==> config.mk <==
export PLATFORM = sky130hd
export DESIGN_NAME = mem_stage
export DESIGN_NICKNAME = d
export VERILOG_FILES = /design/src/rtl/mem_stage_pkg.sv /design/src/rtl/mem_stage_dff.sv /design/src/rtl/mem_stage_dmem_ctrl.sv /design/src/rtl/mem_stage.sv
export SDC_FILE = /design/constraint.sdc
export NUM_CORES = 1
export LEC_CHECK = 0
export BUFFER_PORTS_ARGS = -buffer_cell sky130_fd_sc_hd__buf_2
export CORE_MARGIN = 2
export CORE_UTILIZATION = 42
export DETAILED_ROUTE_END_ITERATION = 7
export PLACE_DENSITY_LB_ADDON = 0.15
export SLEW_MARGIN = 10
export SYNTH_ARGS = -nofsm -noshare
export SYNTH_HDL_FRONTEND = slang
export SYNTH_SLANG_ARGS = --single-unit
==> constraint.sdc <==
create_clock -name clk -period 1.53 [get_ports clk]
set_input_delay 0.153 -clock clk [delete_from_list [all_inputs] [get_ports clk]]
set_output_delay 0.153 -clock clk [all_outputs]
set_load 0.03 [all_outputs]
==> src/rtl/mem_stage_pkg.sv <==
// mem_stage_pkg: shared state encodings, default widths and the access-error check
package mem_stage_pkg;

    localparam logic IDLE = 1'b0;
    localparam logic BUSY = 1'b1;

    localparam int DATA_W_DEF  = 16;
    localparam int REG_W_DEF   = 3;
    localparam int TIMEOUT_DEF = 64;

    // A word access must be even-aligned and cannot be both a load and a store
    function automatic logic mem_bad(input logic a0, input logic rd, input logic wr);
        return a0 | (rd & wr);
    endfunction

endpackage

==> src/rtl/mem_stage_dff.sv <==
// dff: synchronous active-high reset register, the only flop primitive in this stage
module dff #(
    parameter int W = 1
) (
    input  logic         clk,
    input  logic         rst,
    input  logic [W-1:0] d,
    output logic [W-1:0] q
);

    // clear on reset, otherwise load d every cycle (hold is done by the caller's mux)
    always_ff @(posedge clk)
        q <= rst ? '0 : d;

endmodule

==> src/rtl/mem_stage_dmem_ctrl.sv <==
// dmem_ctrl: IDLE/BUSY handshake FSM with wait counter and registered dmem request
module dmem_ctrl
    import mem_stage_pkg::*;
#(
    parameter int DATA_W  = DATA_W_DEF,
    parameter int TIMEOUT = TIMEOUT_DEF
) (
    input  logic              clk,
    input  logic              rst,
    input  logic              i_start,
    input  logic [DATA_W-1:0] i_addr,
    input  logic [DATA_W-1:0] i_wdata,
    input  logic              i_rd,
    input  logic              i_wr,
    input  logic              i_done,
    input  logic [DATA_W-1:0] i_rdata,
    output logic              o_busy,
    output logic [DATA_W-1:0] o_addr,
    output logic [DATA_W-1:0] o_wdata,
    output logic              o_rd,
    output logic              o_wr,
    output logic              o_done_evt,
    output logic              o_timeout_evt,
    output logic [DATA_W-1:0] o_rdata_q
);

    // The counter only has to reach TIMEOUT-1: the cycle it sits there is the last BUSY cycle
    localparam int              CNT_W = (TIMEOUT > 1) ? $clog2(TIMEOUT) : 1;
    localparam logic [CNT_W-1:0] LAST = CNT_W'((TIMEOUT > 0) ? TIMEOUT - 1 : 0);
    localparam logic            TO_EN = (TIMEOUT > 0);

    logic              r_state, w_state_d;
    logic [CNT_W-1:0]  r_cnt, w_cnt_d;
    logic [DATA_W-1:0] r_addr, w_addr_d;
    logic [DATA_W-1:0] r_wdata, w_wdata_d;
    logic              r_rd, w_rd_d;
    logic              r_wr, w_wr_d;
    logic              w_busy, w_end;

    assign w_busy        = (r_state == BUSY);
    assign o_done_evt    = w_busy & i_done;
    assign o_timeout_evt = TO_EN & w_busy & ~i_done & (r_cnt == LAST);
    assign w_end         = o_done_evt | o_timeout_evt;

    // next state: start enters BUSY, done (which beats timeout) or timeout returns to IDLE
    always_comb begin
        w_state_d = i_start ? BUSY : w_end ? IDLE : r_state;
        w_cnt_d   = (w_busy & ~w_end) ? r_cnt + CNT_W'(1) : '0;
        w_addr_d  = i_start ? i_addr : r_addr;
        w_wdata_d = i_start ? i_wdata : r_wdata;
        w_rd_d    = i_start ? i_rd : (r_rd & ~w_end);
        w_wr_d    = i_start ? i_wr : (r_wr & ~w_end);
    end

    dff #(.W(1))      u_state (.clk(clk), .rst(rst), .d(w_state_d), .q(r_state));
    dff #(.W(CNT_W))  u_cnt   (.clk(clk), .rst(rst), .d(w_cnt_d),   .q(r_cnt));
    dff #(.W(DATA_W)) u_addr  (.clk(clk), .rst(rst), .d(w_addr_d),  .q(r_addr));
    dff #(.W(DATA_W)) u_wdata (.clk(clk), .rst(rst), .d(w_wdata_d), .q(r_wdata));
    dff #(.W(1))      u_rd    (.clk(clk), .rst(rst), .d(w_rd_d),    .q(r_rd));
    dff #(.W(1))      u_wr    (.clk(clk), .rst(rst), .d(w_wr_d),    .q(r_wr));

    assign o_busy    = w_busy;
    assign o_addr    = r_addr;
    assign o_wdata   = r_wdata;
    assign o_rd      = r_rd;
    assign o_wr      = r_wr;
    assign o_rdata_q = (o_done_evt & r_rd) ? i_rdata : '0;

endmodule

==> src/rtl/mem_stage.sv <==
// mem_stage: WISC-SP20 memory stage - accept, alignment check, dmem handshake and MEM/WB register
module mem_stage
    import mem_stage_pkg::*;
#(
    parameter int DATA_W  = DATA_W_DEF,
    parameter int REG_W   = REG_W_DEF,
    parameter int TIMEOUT = TIMEOUT_DEF
) (
    input  logic              clk,
    input  logic              rst,
    input  logic              ex_valid,
    output logic              ex_ready,
    input  logic [DATA_W-1:0] ex_alu_result,
    input  logic [DATA_W-1:0] ex_store_data,
    input  logic              ex_mem_read,
    input  logic              ex_mem_write,
    input  logic              ex_reg_write,
    input  logic [REG_W-1:0]  ex_wr_reg,
    input  logic              ex_halt,
    output logic [DATA_W-1:0] dmem_addr,
    output logic [DATA_W-1:0] dmem_wdata,
    output logic              dmem_rd,
    output logic              dmem_wr,
    output logic              dmem_createdump,
    input  logic [DATA_W-1:0] dmem_rdata,
    input  logic              dmem_done,
    output logic              wb_valid,
    output logic [DATA_W-1:0] wb_data,
    output logic              wb_reg_write,
    output logic [REG_W-1:0]  wb_wr_reg,
    output logic              wb_halt,
    output logic              wb_err
);

    localparam int WB_W = DATA_W + REG_W + 5;

    logic              w_busy, w_done_evt, w_timeout_evt;
    logic [DATA_W-1:0] w_rdata_q;
    logic              w_acc, w_mem, w_bad, w_start, w_direct, w_ok;
    logic [REG_W-1:0]  r_p_reg, w_p_reg_d;
    logic              r_p_rw, w_p_rw_d;
    logic [DATA_W-1:0] w_wb_data_d;
    logic [REG_W-1:0]  w_wb_reg_d;
    logic              w_wb_valid_d, w_wb_rw_d, w_wb_halt_d, w_wb_err_d;
    logic [WB_W-1:0]   w_wb_q;

    // HALT never touches memory, so any mem flags on it are ignored
    assign ex_ready = ~w_busy;
    assign w_acc    = ex_valid & ex_ready;
    assign w_mem    = (ex_mem_read | ex_mem_write) & ~ex_halt;
    assign w_bad    = w_mem & mem_bad(ex_alu_result[0], ex_mem_read, ex_mem_write);
    assign w_start  = w_acc & w_mem & ~w_bad;
    assign w_direct = w_acc & ~w_start;
    assign w_ok     = w_direct & ~w_bad;

    dmem_ctrl #(.DATA_W(DATA_W), .TIMEOUT(TIMEOUT)) u_ctrl (
        .clk          (clk),
        .rst          (rst),
        .i_start      (w_start),
        .i_addr       (ex_alu_result),
        .i_wdata      (ex_store_data),
        .i_rd         (ex_mem_read),
        .i_wr         (ex_mem_write),
        .i_done       (dmem_done),
        .i_rdata      (dmem_rdata),
        .o_busy       (w_busy),
        .o_addr       (dmem_addr),
        .o_wdata      (dmem_wdata),
        .o_rd         (dmem_rd),
        .o_wr         (dmem_wr),
        .o_done_evt   (w_done_evt),
        .o_timeout_evt(w_timeout_evt),
        .o_rdata_q    (w_rdata_q)
    );

    // write-back fields of an in-flight access, needed again when it completes
    always_comb begin
        w_p_reg_d = w_start ? ex_wr_reg : r_p_reg;
        w_p_rw_d  = w_start ? (ex_reg_write & ex_mem_read) : r_p_rw;
    end

    dff #(.W(REG_W)) u_p_reg (.clk(clk), .rst(rst), .d(w_p_reg_d), .q(r_p_reg));
    dff #(.W(1))     u_p_rw  (.clk(clk), .rst(rst), .d(w_p_rw_d),  .q(r_p_rw));

    // MEM/WB next value: direct retire from IDLE, or completion/timeout of the access
    always_comb begin
        w_wb_valid_d = w_direct | w_done_evt | w_timeout_evt;
        w_wb_err_d   = (w_direct & w_bad) | w_timeout_evt;
        w_wb_data_d  = w_done_evt ? w_rdata_q : w_ok ? ex_alu_result : '0;
        w_wb_rw_d    = w_done_evt ? r_p_rw : (w_ok & ex_reg_write);
        w_wb_reg_d   = (w_done_evt | w_timeout_evt) ? r_p_reg : w_direct ? ex_wr_reg : '0;
        w_wb_halt_d  = w_direct & ex_halt;
    end

    dff #(.W(WB_W)) u_wb (
        .clk(clk),
        .rst(rst),
        .d  ({w_wb_valid_d, w_wb_data_d, w_wb_rw_d, w_wb_reg_d, w_wb_halt_d, w_wb_err_d, w_wb_halt_d}),
        .q  (w_wb_q)
    );

    assign {wb_valid, wb_data, wb_reg_write, wb_wr_reg, wb_halt, wb_err, dmem_createdump} = w_wb_q;

endmodule

==> results of run 1 <==
==> worst paths after layout <==
path	to	slack [ps]	depth (start not counted)
worst max-delay path	u_ctrl.u_rd.q$_SDFF_PP0_	70	4
worst min register to register	u_ctrl.u_cnt.q[0]$_SDFF_PP0_	450	1
worst max register to register	u_ctrl.u_rd.q$_SDFF_PP0_	70	4
worst min-delay path	u_wb.q[21]$_SDFF_PP0_	30	3
==> registers in the layout, summed over array words and instances (netlist names), 3 cells and up <==
register and cells:
u_p_reg.q 3, u_ctrl.u_cnt.q 6, u_ctrl.u_wdata.q 16, u_ctrl.u_addr.q 16, u_wb.q 23
==> critical path, delay by kind of cell (launching register included) <==
family                 cells  cell delay, ps
AND/OR/NAND/NOR            2             730
flip-flops                 1             310
buffers and inverters      1             180
AO/OA/AOI/OAI              1             110
==> power by group <==
| part | switching, mW | internal, mW | total, mW |
|---|---|---|---|
| clock network | 0.659 | 1.17 | 1.83 |
| registers | 0.0169 | 1.82 | 1.83 |
| logic | 0.326 | 0.183 | 0.509 |
==> layout by cell type, fill, tap and decap left out, types with 3 or more instances in the layout <==
master	count
nor2_1	22
o22ai_1	3
nand3_1	39
a21oi_1	40
nand2_1	9
bufinv_16	3
inv_1	5
clkbuf_8	11
a32oi_1	16
dfxtp_1	68
buf_4	14
o21ai_0	7
buf_2	117
o21ai_1	29
==> cell type report <==
cell class	instances	area, um^2
clock buffers	12	155
clock inverters	4	95.1
fillers	607	2660
inverters	5	18.8
multi-input cells	198	1160
flip-flops and latches	68	1360
well taps	77	96.3
repair buffers	133	731
==> per-layer routing <==
layer	wire (um)	track usage
met1	3210	0.255
met2	3390	0.311
met3	461	0.0492
met4	129	0.103
met5	0	0
==> through the flow <==
| stage | hold slack (ps) | utilization | cell area [um^2] | total power, mW | cells |
|---|---|---|---|---|---|
| 6_report | 30.6 | 0.577 | 3620 | 4.17 | 497 |
| 5_1_grt | 37.2 | 0.577 | 3620 | 4.32 | 497 |
| 4_1_cts | 20.5 | 0.577 | 3620 | 4.21 | 497 |
| 3_5_place_dp | 385 | 0.537 | 3370 | 2.38 | 481 |
| 3_3_place_gp | 380 | 0.537 | 3370 | 2.38 | 481 |
| 2_1_floorplan | 275 | - | 2700 | 2.18 | 303 |
==> cell families (layout without fill, tap and decap cells) <==
kind of cell,Yosys count,after routing,synth area share
AO/OA/AOI/OAI,103,103,0.225
XOR/XNOR,5,5,0.0162
buffers and inverters,37,154,0.0774
AND/OR/NAND/NOR,88,88,0.169
flip-flops,68,68,0.504
adder cells (fa/ha/maj),2,2,0.00834
==> impl_metrics.toml, run 1 <==
[global_route]
grt_overflow = 0
antenna_found_initial = 0
grt_max_degree = 61
track_usage = 0.199
grt_pass1_wl_um = 11400
grt_pass1_vias = 2418

[clocking]
cts.sinks = 68
clockBufferDepth = 2
root_buffer = "clkbuf_8"
path_clk_slew_ps = 70
cts_made_buffers = 9
htreeDepth = 3
ctsHoldBuffers = 0
post_cts_buffers = 0
cts_tree = "yes"
cts_resized = 0
clk-insertion-delay-late_ps = 340

[floorplanning]
rows = 29
core-area_mm2 = 0.00628
design.die.area_mm2 = 0.00709
io_pins = 118
die_y_um = 84.2
fp.dieW_um = 84.2
start_util = 0.430

[detailed_routing]
ant_nets = 0
wirelength_um = 7190
dr.pass1.iters = 4
viasPerCell = 5.34
remaining_drc_errors = 0
vias = 2654
drtIter0Drc = 130
wl_per_cell_um = 14.5

[synthesis]
synth_nets = 363
synth.distinct_cells = 41
synth-async-reset-ratio = 0
synth_area_per_cell_um2 = 8.91
synthDominantCellAreaShare = 0.504
yosysSeqAreaShare = 0.504
synth_top_area_cell = "dfxtp_1"
yosysMostFrequentCell = "dfxtp_1"
synth_edf_count = 0
yosysWarnings = 0
netlist_top_cells_area = "dfxtp_1, a21oi_1, nand3_1"
syn_inst = 303
synth_flop_cell = "dfxtp_1"
netlist_area_mm2 = 0.00270
synth-seq-cells = 68
synth_common_cells = "dfxtp_1, a21oi_1, nand3_1, o21ai_1, nor2_1"

[sta]
min_period_over_period = 0.956
relSlewSlack = 0.699
layout_setup_ws_ps = 67.6
finalCriticalPeriod_ps = 1460
skew_ps = 7.53
report.final.setup_viol = 0
fin_tns_setup_ps = 0
max_freq_mhz = 684
rsz0062_at_grt = "false"
worst_pin_slew_ps = 448
hold_viol = 0
slew_viol_final = 0

[final_layout]
syn_to_final_growth_pct = 34.2
antenna-diode-count = 0
nets = 475
drive_gt1_frac = 0.371

[hold_path]
hp-class = "in2reg"
min-delay-start = "dmem_rdata[14]"

[critical_path]
startpoint_type = "register"
worst_path_max_delay_cell = "or4b_4"
crit_start = "u_ctrl.u_state.q$_SDFFE_PP0P_"
critPathKind = "reg2reg"
reg2reg_from = "u_ctrl.u_state.q$_SDFFE_PP0P_"
path_cells = "or4b_4, buf_4, nor2_1, o41ai_1"
cp.required_ps = 1750
end_kind = "register"
worstPathMaxFanout = 8
slowest_delay_ps = 560
cp.arrival_ps = 1680

[placed_design]
hpwl_um = 4970
place_ws_ps = 83.6
io_buffer_count = 117
gp_congestion = 0.733

[power]
leakage_nw = 1.56
power_density_mw_per_mm2 = 1150
ir_drop_mv = 0.792

[run_status]
outcome = "finished, final reports clean"

[run]
max_cap_viol_count = 0
(Power assumes the default switching activity.)
==> run 2, diff against run 1 <==
--- a/config.mk
+++ b/config.mk
@@ -14,3 +14,4 @@
 export SYNTH_ARGS = -nofsm -noshare
 export SYNTH_HDL_FRONTEND = slang
 export SYNTH_SLANG_ARGS = --single-unit
+export TNS_END_PERCENT = 30
==> constraint.sdc (replaced) <==
create_clock -name clk -period 1.53 [get_ports clk]
set_input_delay 0.306 -clock clk [delete_from_list [all_inputs] [get_ports clk]]
set_output_delay 0.306 -clock clk [all_outputs]
set_load 0.03 [all_outputs]
==> run 2 against run 1 <==
Fmax rose by 0.73%. Via count barely moved. Wire length rose by 0.86%. Cell count rose by 1.0%. Register-to-register slack barely moved. Largest power group unchanged.
==> impl_metrics.toml, run 2 (same netlist as run 1, synthesis figures left out) <==
[run_status]
outcome = "finished, final reports clean"

[final_layout]
layout_common_cells = "buf_2, dfxtp_1, a21oi_1, nand3_1, o21ai_1"
nets = 480
reg.largest.list = "u_wb.q: 23 flops, u_ctrl.u_addr.q: 16 flops, u_ctrl.u_wdata.q: 16 flops"
syn_to_final_growth_pct = 35.0
largest_reg_flops = 23
largest-register = "u_wb.q"
drive_gt1_frac = 0.381
layoutNonFillerInstCount = 502
finalInstanceArea_mm2 = 0.00365
antenna-diode-count = 0
final_common_cell = "buf_2"

[clocking]
cts_tree = "yes"
path_clk_slew_ps = 80
cts_made_buffers = 9
cts.sinks = 68
clk-insertion-delay-late_ps = 340
cts_resized = 0
root_buffer = "clkbuf_8"
clockBufferDepth = 2
post_cts_buffers = 0
htreeDepth = 3
ctsHoldBuffers = 0

[placed_design]
gp_congestion = 0.799
dp_cells = 486
hpwl_um = 5040
io_buffer_count = 117
dpl_cell_area_mm2 = 0.00340

[sta]
worst_pin_slew_ps = 547
skew_ps = 9.91
report.final.setup_viol = 0
min_period_over_period = 0.949
max_freq_mhz = 689
relSlewSlack = 0.636
hold_viol = 0
holdWs_ps = 189
finalCriticalPeriod_ps = 1450
slew_viol_final = 0
rsz0062_at_grt = "false"

[global_route]
grt_pass1_wl_um = 11700
antenna_found_initial = 0
grt_max_degree = 53
track_usage = 0.203
grt_pass1_vias = 2483
grt_overflow = 0

[critical_path]
cp.required_ps = 1730
critPathKind = "reg2reg"
worstPathMaxFanout = 35
end_kind = "register"
cp.arrival_ps = 1660
slowest_delay_ps = 560
startpoint_type = "register"
worst_path_max_delay_cell = "or4b_4"
path_cells = "or4b_4, buf_12, o21ai_0, a21oi_1"

[floorplanning]
core-area_mm2 = 0.00628
io_pins = 118
fp.dieW_um = 84.2
die_y_um = 84.2
design.die.area_mm2 = 0.00709
rows = 29
start_util = 0.430

[detailed_routing]
wl_per_cell_um = 14.5
wirelength_um = 7260
ant_nets = 0
viasPerCell = 5.28
dr.pass1.iters = 4
remaining_drc_errors = 0
vias = 2652
drtIter0Drc = 110

[power]
ir_drop_mv = 0.613
leakage_nw = 1.58
power_density_mw_per_mm2 = 1140

[hold_path]
hp-class = "in2reg"

[run]
max_cap_viol_count = 0
==> run 2: changes by cell type in the layout (fill, tap and decap cells not counted) <==
| cell | previous run | this run |
|---|---|---|
| buf_4 | 14 | 20 |
| o21ai_0 | 7 | 4 |
| o21ai_1 | 29 | 32 |
| buf_12 | 2 | 1 |
| clkbuf_1 | 1 | 0 |
| clkbuf_8 | 11 | 10 |
| clkinv_4 | 0 | 1 |
| clkinvlp_4 | 0 | 1 |
==> run 2: area by class of cell <==
class	count	area [um^2]
Inverter	5	18.8
Sequential cell	68	1360
Clock buffer	10	138
Timing Repair Buffer	138	756
Tap cell	77	96.3
Clock inverter	6	111
Multi-Input combinational cell	198	1160
Fill cell	614	2630
==> run 2: stage by stage <==
stage	TNS (ps)	power [mW]	util	worst slack [ps]
final	0	4.15	0.581	78.2
after detailed placement	-30.9	2.39	0.541	-13.6
after floorplan	0	2.18	-	16.4
after global placement	0	2.39	0.541	1.97
after global routing	0	4.32	0.581	9.53
after CTS	0	4.20	0.581	67.8
==> run 2: layer usage <==
metal | share of wire | global-route usage | up-vias
met5 | 0 | 0 | -
met4 | 0.016 | 0.0836 | 0
met3 | 0.070 | 0.0580 | 11
met2 | 0.45 | 0.319 | 92
met1 | 0.46 | 0.263 | 1226
li1 | - | - | 1323
==> run 2: report_power, final <==
part / switching (mW) / internal (mW)
clock network: 0.673 / 1.13
logic: 0.330 / 0.190
registers: 0.0168 / 1.82
==> run 2: worst paths after layout <==
check,depth (start not counted),to,from,slack [ps]
setup reg to reg,4,u_ctrl.u_addr.q[15]$_SDFFE_PP0P_,u_ctrl.u_state.q$_SDFFE_PP0P_,80
hold reg to reg,1,u_ctrl.u_cnt.q[0]$_SDFF_PP0_,u_ctrl.u_cnt.q[0]$_SDFF_PP0_,450
hold / removal,3,u_wb.q[15]$_SDFF_PP0_,dmem_rdata[8],190
setup / recovery,4,u_ctrl.u_addr.q[15]$_SDFFE_PP0P_,u_ctrl.u_state.q$_SDFFE_PP0P_,80
==> run 2: worst max-delay path, delay by kind of cell (launching register included) <==
| kind | cells | cell delay, ps |
|---|---|---|
| AND/OR/NAND/NOR | 1 | 560 |
| buffers and inverters | 1 | 190 |
| AO/OA/AOI/OAI | 2 | 250 |
| flip-flops | 1 | 320 |
==> run 3, diff against run 2 <==
--- a/config.mk
+++ b/config.mk
@@ -7,11 +7,12 @@
 export LEC_CHECK = 0
 export BUFFER_PORTS_ARGS = -buffer_cell sky130_fd_sc_hd__buf_2
 export CORE_MARGIN = 2
-export CORE_UTILIZATION = 42
+export CORE_UTILIZATION = 44
 export DETAILED_ROUTE_END_ITERATION = 7
 export PLACE_DENSITY_LB_ADDON = 0.15
 export SLEW_MARGIN = 10
 export SYNTH_ARGS = -nofsm -noshare
 export SYNTH_HDL_FRONTEND = slang
+export SYNTH_HIERARCHICAL = 1
 export SYNTH_SLANG_ARGS = --single-unit
 export TNS_END_PERCENT = 30
==> run 3 against run 2 <==
The run now ends with setup timing left. Cell count shrank 0.40%. Via count shrank 9.6%. Flip-flop and latch count grew 1. Synthesized area grew 13%. Clock-buffer cell count is the same. Core utilization grew 5.9 points. Combinational power grew 2%. Critical path type unchanged.
==> impl_metrics.toml, run 3 <==
[critical_path]
startpoint_type = "register"
worst_path_max_delay_cell = "dfxtp_2"
critPathKind = "reg2reg"
path_cells = "ha_4, and4_4, nand4b_1, inv_1, or2_4, nor2_4, a32o_2, nor2b_4"
cp.arrival_ps = 1790
slowest_delay_ps = 360
cp.required_ps = 1750
end_kind = "register"
worstPathMaxFanout = 5
path_buf_inv = 1
cpLargestDelayFamily = "simple AND/OR/NAND/NOR gates"

[final_layout]
antenna-diode-count = 0
largest-register = "u_wb/q"
largest_reg_flops = 24
drive_gt1_frac = 0.614
final_common_cell = "buf_2"
layout_common_cells = "buf_2, dfxtp_1, mux2_2, nor2b_2, nor2b_1"
syn_to_final_growth_pct = 41.8
nFillCells = 571
reg.largest.list = "u_wb/q: 24 flops, u_ctrl/u_addr/q: 16 flops, u_ctrl/u_wdata/q: 16 flops"
nets = 476
layoutNonFillerInstCount = 500

[synthesis]
yosysMostFrequentCell = "dfxtp_1"
yosysWarnings = 6
syn_inst = 271
yosysSeqAreaShare = 0.453
synth_top_area_cell = "dfxtp_1"
netlist_top_cells_area = "dfxtp_1, mux2_2, nor2b_2"
netlist_area_mm2 = 0.00305
synth-async-reset-ratio = 0
synth-seq-cells = 69
synth.distinct_cells = 36
synth_area_per_cell_um2 = 11.3
synth_nets = 331
synth_flop_cell = "dfxtp_1"
synth_edf_count = 0
synth_common_cells = "dfxtp_1, mux2_2, nor2b_2, nor2b_1"
synthDominantCellAreaShare = 0.453

[placed_design]
hpwl_um = 4700
io_buffer_count = 117
dp_cells = 477
gp_congestion = 0.741

[detailed_routing]
drtIter0Drc = 49
wirelength_um = 7030
remaining_drc_errors = 0
viasPerCell = 4.79
vias = 2397
wl_per_cell_um = 14.1
ant_nets = 0
dr.pass1.iters = 4

[global_route]
grt_pass1_wl_um = 10500
grt_max_degree = 50
antenna_found_initial = 0
grt_pass1_vias = 2294
track_usage = 0.177
grt_overflow = 0

[sta]
max_freq_mhz = 637
finalCriticalPeriod_ps = 1570
holdWs_ps = 295
skew_ps = 10.4
hold_viol = 0
rsz0062_at_grt = "true"
min_period_over_period = 1.03
worst_pin_slew_ps = 302
relSlewSlack = 0.798
layout_setup_ws_ps = -39.4
fin_tns_setup_ps = -84.5
report.final.setup_viol = 3
slew_viol_final = 0

[power]
p_comb_frac = 0.130
p_switching_uw = 957
power_density_mw_per_mm2 = 942
switching_share = 0.235
p_clk_frac = 0.413
p_int_mw = 3.12
sequentialPowerShare = 0.457
ir_drop_mv = 0.495
p_total_mw = 4.07
leakage_nw = 2.12

[run_status]
outcome = "complete, but fails checks"
violations = "setup timing"

[clocking]
clockBufferDepth = 2
cts.sinks = 69
path_clk_slew_ps = 80
clk-insertion-delay-late_ps = 340
htreeDepth = 3
cts_made_buffers = 9
root_buffer = "clkbuf_8"
ctsHoldBuffers = 0
cts_tree = "yes"

[hold_path]
hp-class = "in2reg"

[floorplanning]
die_y_um = 87.3
start_util = 0.451
design.die.area_mm2 = 0.00762
io_pins = 118
core-area_mm2 = 0.00676
fp.dieW_um = 87.3
rows = 30

[run]
max_cap_viol_count = 0
## run 3: cell count changes in the layout (fill, tap and decap cells not counted), sizes merged, moves of 15 or more
cell / before / now
and2b: 1 / 16
a32oi: 16 / 0
a21oi: 40 / 0
mux2: 0 / 35
and2: 1 / 17
o21ai: 37 / 1
nor2b: 2 / 56
a22o: 0 / 17
nand3: 39 / 3
## run 3: layout make-up
cell class              instances  area, um^2  share of cell area
well taps                      80         100              0.0231
clock inverters                 5        82.6              0.0191
repair buffers                146         923               0.214
flip-flops and latches         69        1390               0.321
clock buffers                  10         149              0.0344
multi-input cells             184        1650               0.381
inverters                       6        35.0             0.00810
## run 3: worst reg2reg max path, stage by stage, from the launching register on
cell and delay, ps:
dfxtp_2 360, ha_4 130, and4_4 200, nand4b_1 110
inv_1 100, or2_4 160, nor2_4 50, a32o_2 240
nor2b_4 120
## run 3: metal layers
metal	GRT usage	wire length (um)	share of wire
met1	0.216	3060	0.43
met4	0.0699	73	0.010
met2	0.293	3460	0.49
met3	0.0502	444	0.063
met5	0	0	0
## run 3: repair_timing
action	in CTS	in global routing
pin swaps	7	3
buffers inserted	1	3
cloned	0	4
setup endpoints to repair	3	30
gates resized for setup	3	8
## run 3: per-stage QoR
step | setup slack [ps] | util | instance area (um^2)
finish | -39.4 | 0.640 | 4320
detailed placement | -146 | 0.580 | 3920
floorplan | -15.4 | - | 3140
global route | -118 | 0.640 | 4320
CTS | -66.8 | 0.617 | 4170
global placement | -106 | 0.580 | 3920
## run 3: final timing paths
kind	endpoint	cells after the start	from	slack, ps
worst max-delay path	u_wb/q[5]$_SDFF_PP0_	8	u_ctrl/u_cnt/q[1]$_SDFF_PP0_	-40
worst min-delay path	u_wb/q[21]$_SDFF_PP0_	3	ex_alu_result[14]	300
worst max register to register	u_wb/q[5]$_SDFF_PP0_	8	u_ctrl/u_cnt/q[1]$_SDFF_PP0_	-40
worst min register to register	u_p_rw/q$_SDFF_PP0_	3	u_p_rw/q$_SDFF_PP0_	580
## run 3: kinds of logic (layout without fill, tap and decap cells)
logic type      count (synthesis)  in the layout  share of synthesized area
simple gates                  115            115                      0.281
flops                          69             69                      0.453
mux                            36             36                      0.132
compound gates                 27             27                     0.0779
buf+inv                        18            167                     0.0365
xor+xnor                        4              4                     0.0115
fa+ha+maj                       2              2                    0.00738
## run 3: power groups by stage
stage               logic, mW  registers [mW]  clock network, mW
floorplan               0.215            1.99                  0
global placement        0.495            1.90                  0
detailed placement      0.501            1.90                  0
CTS                     0.506            1.86               1.73
global route            0.570            1.86               1.82
finish                  0.530            1.86               1.68
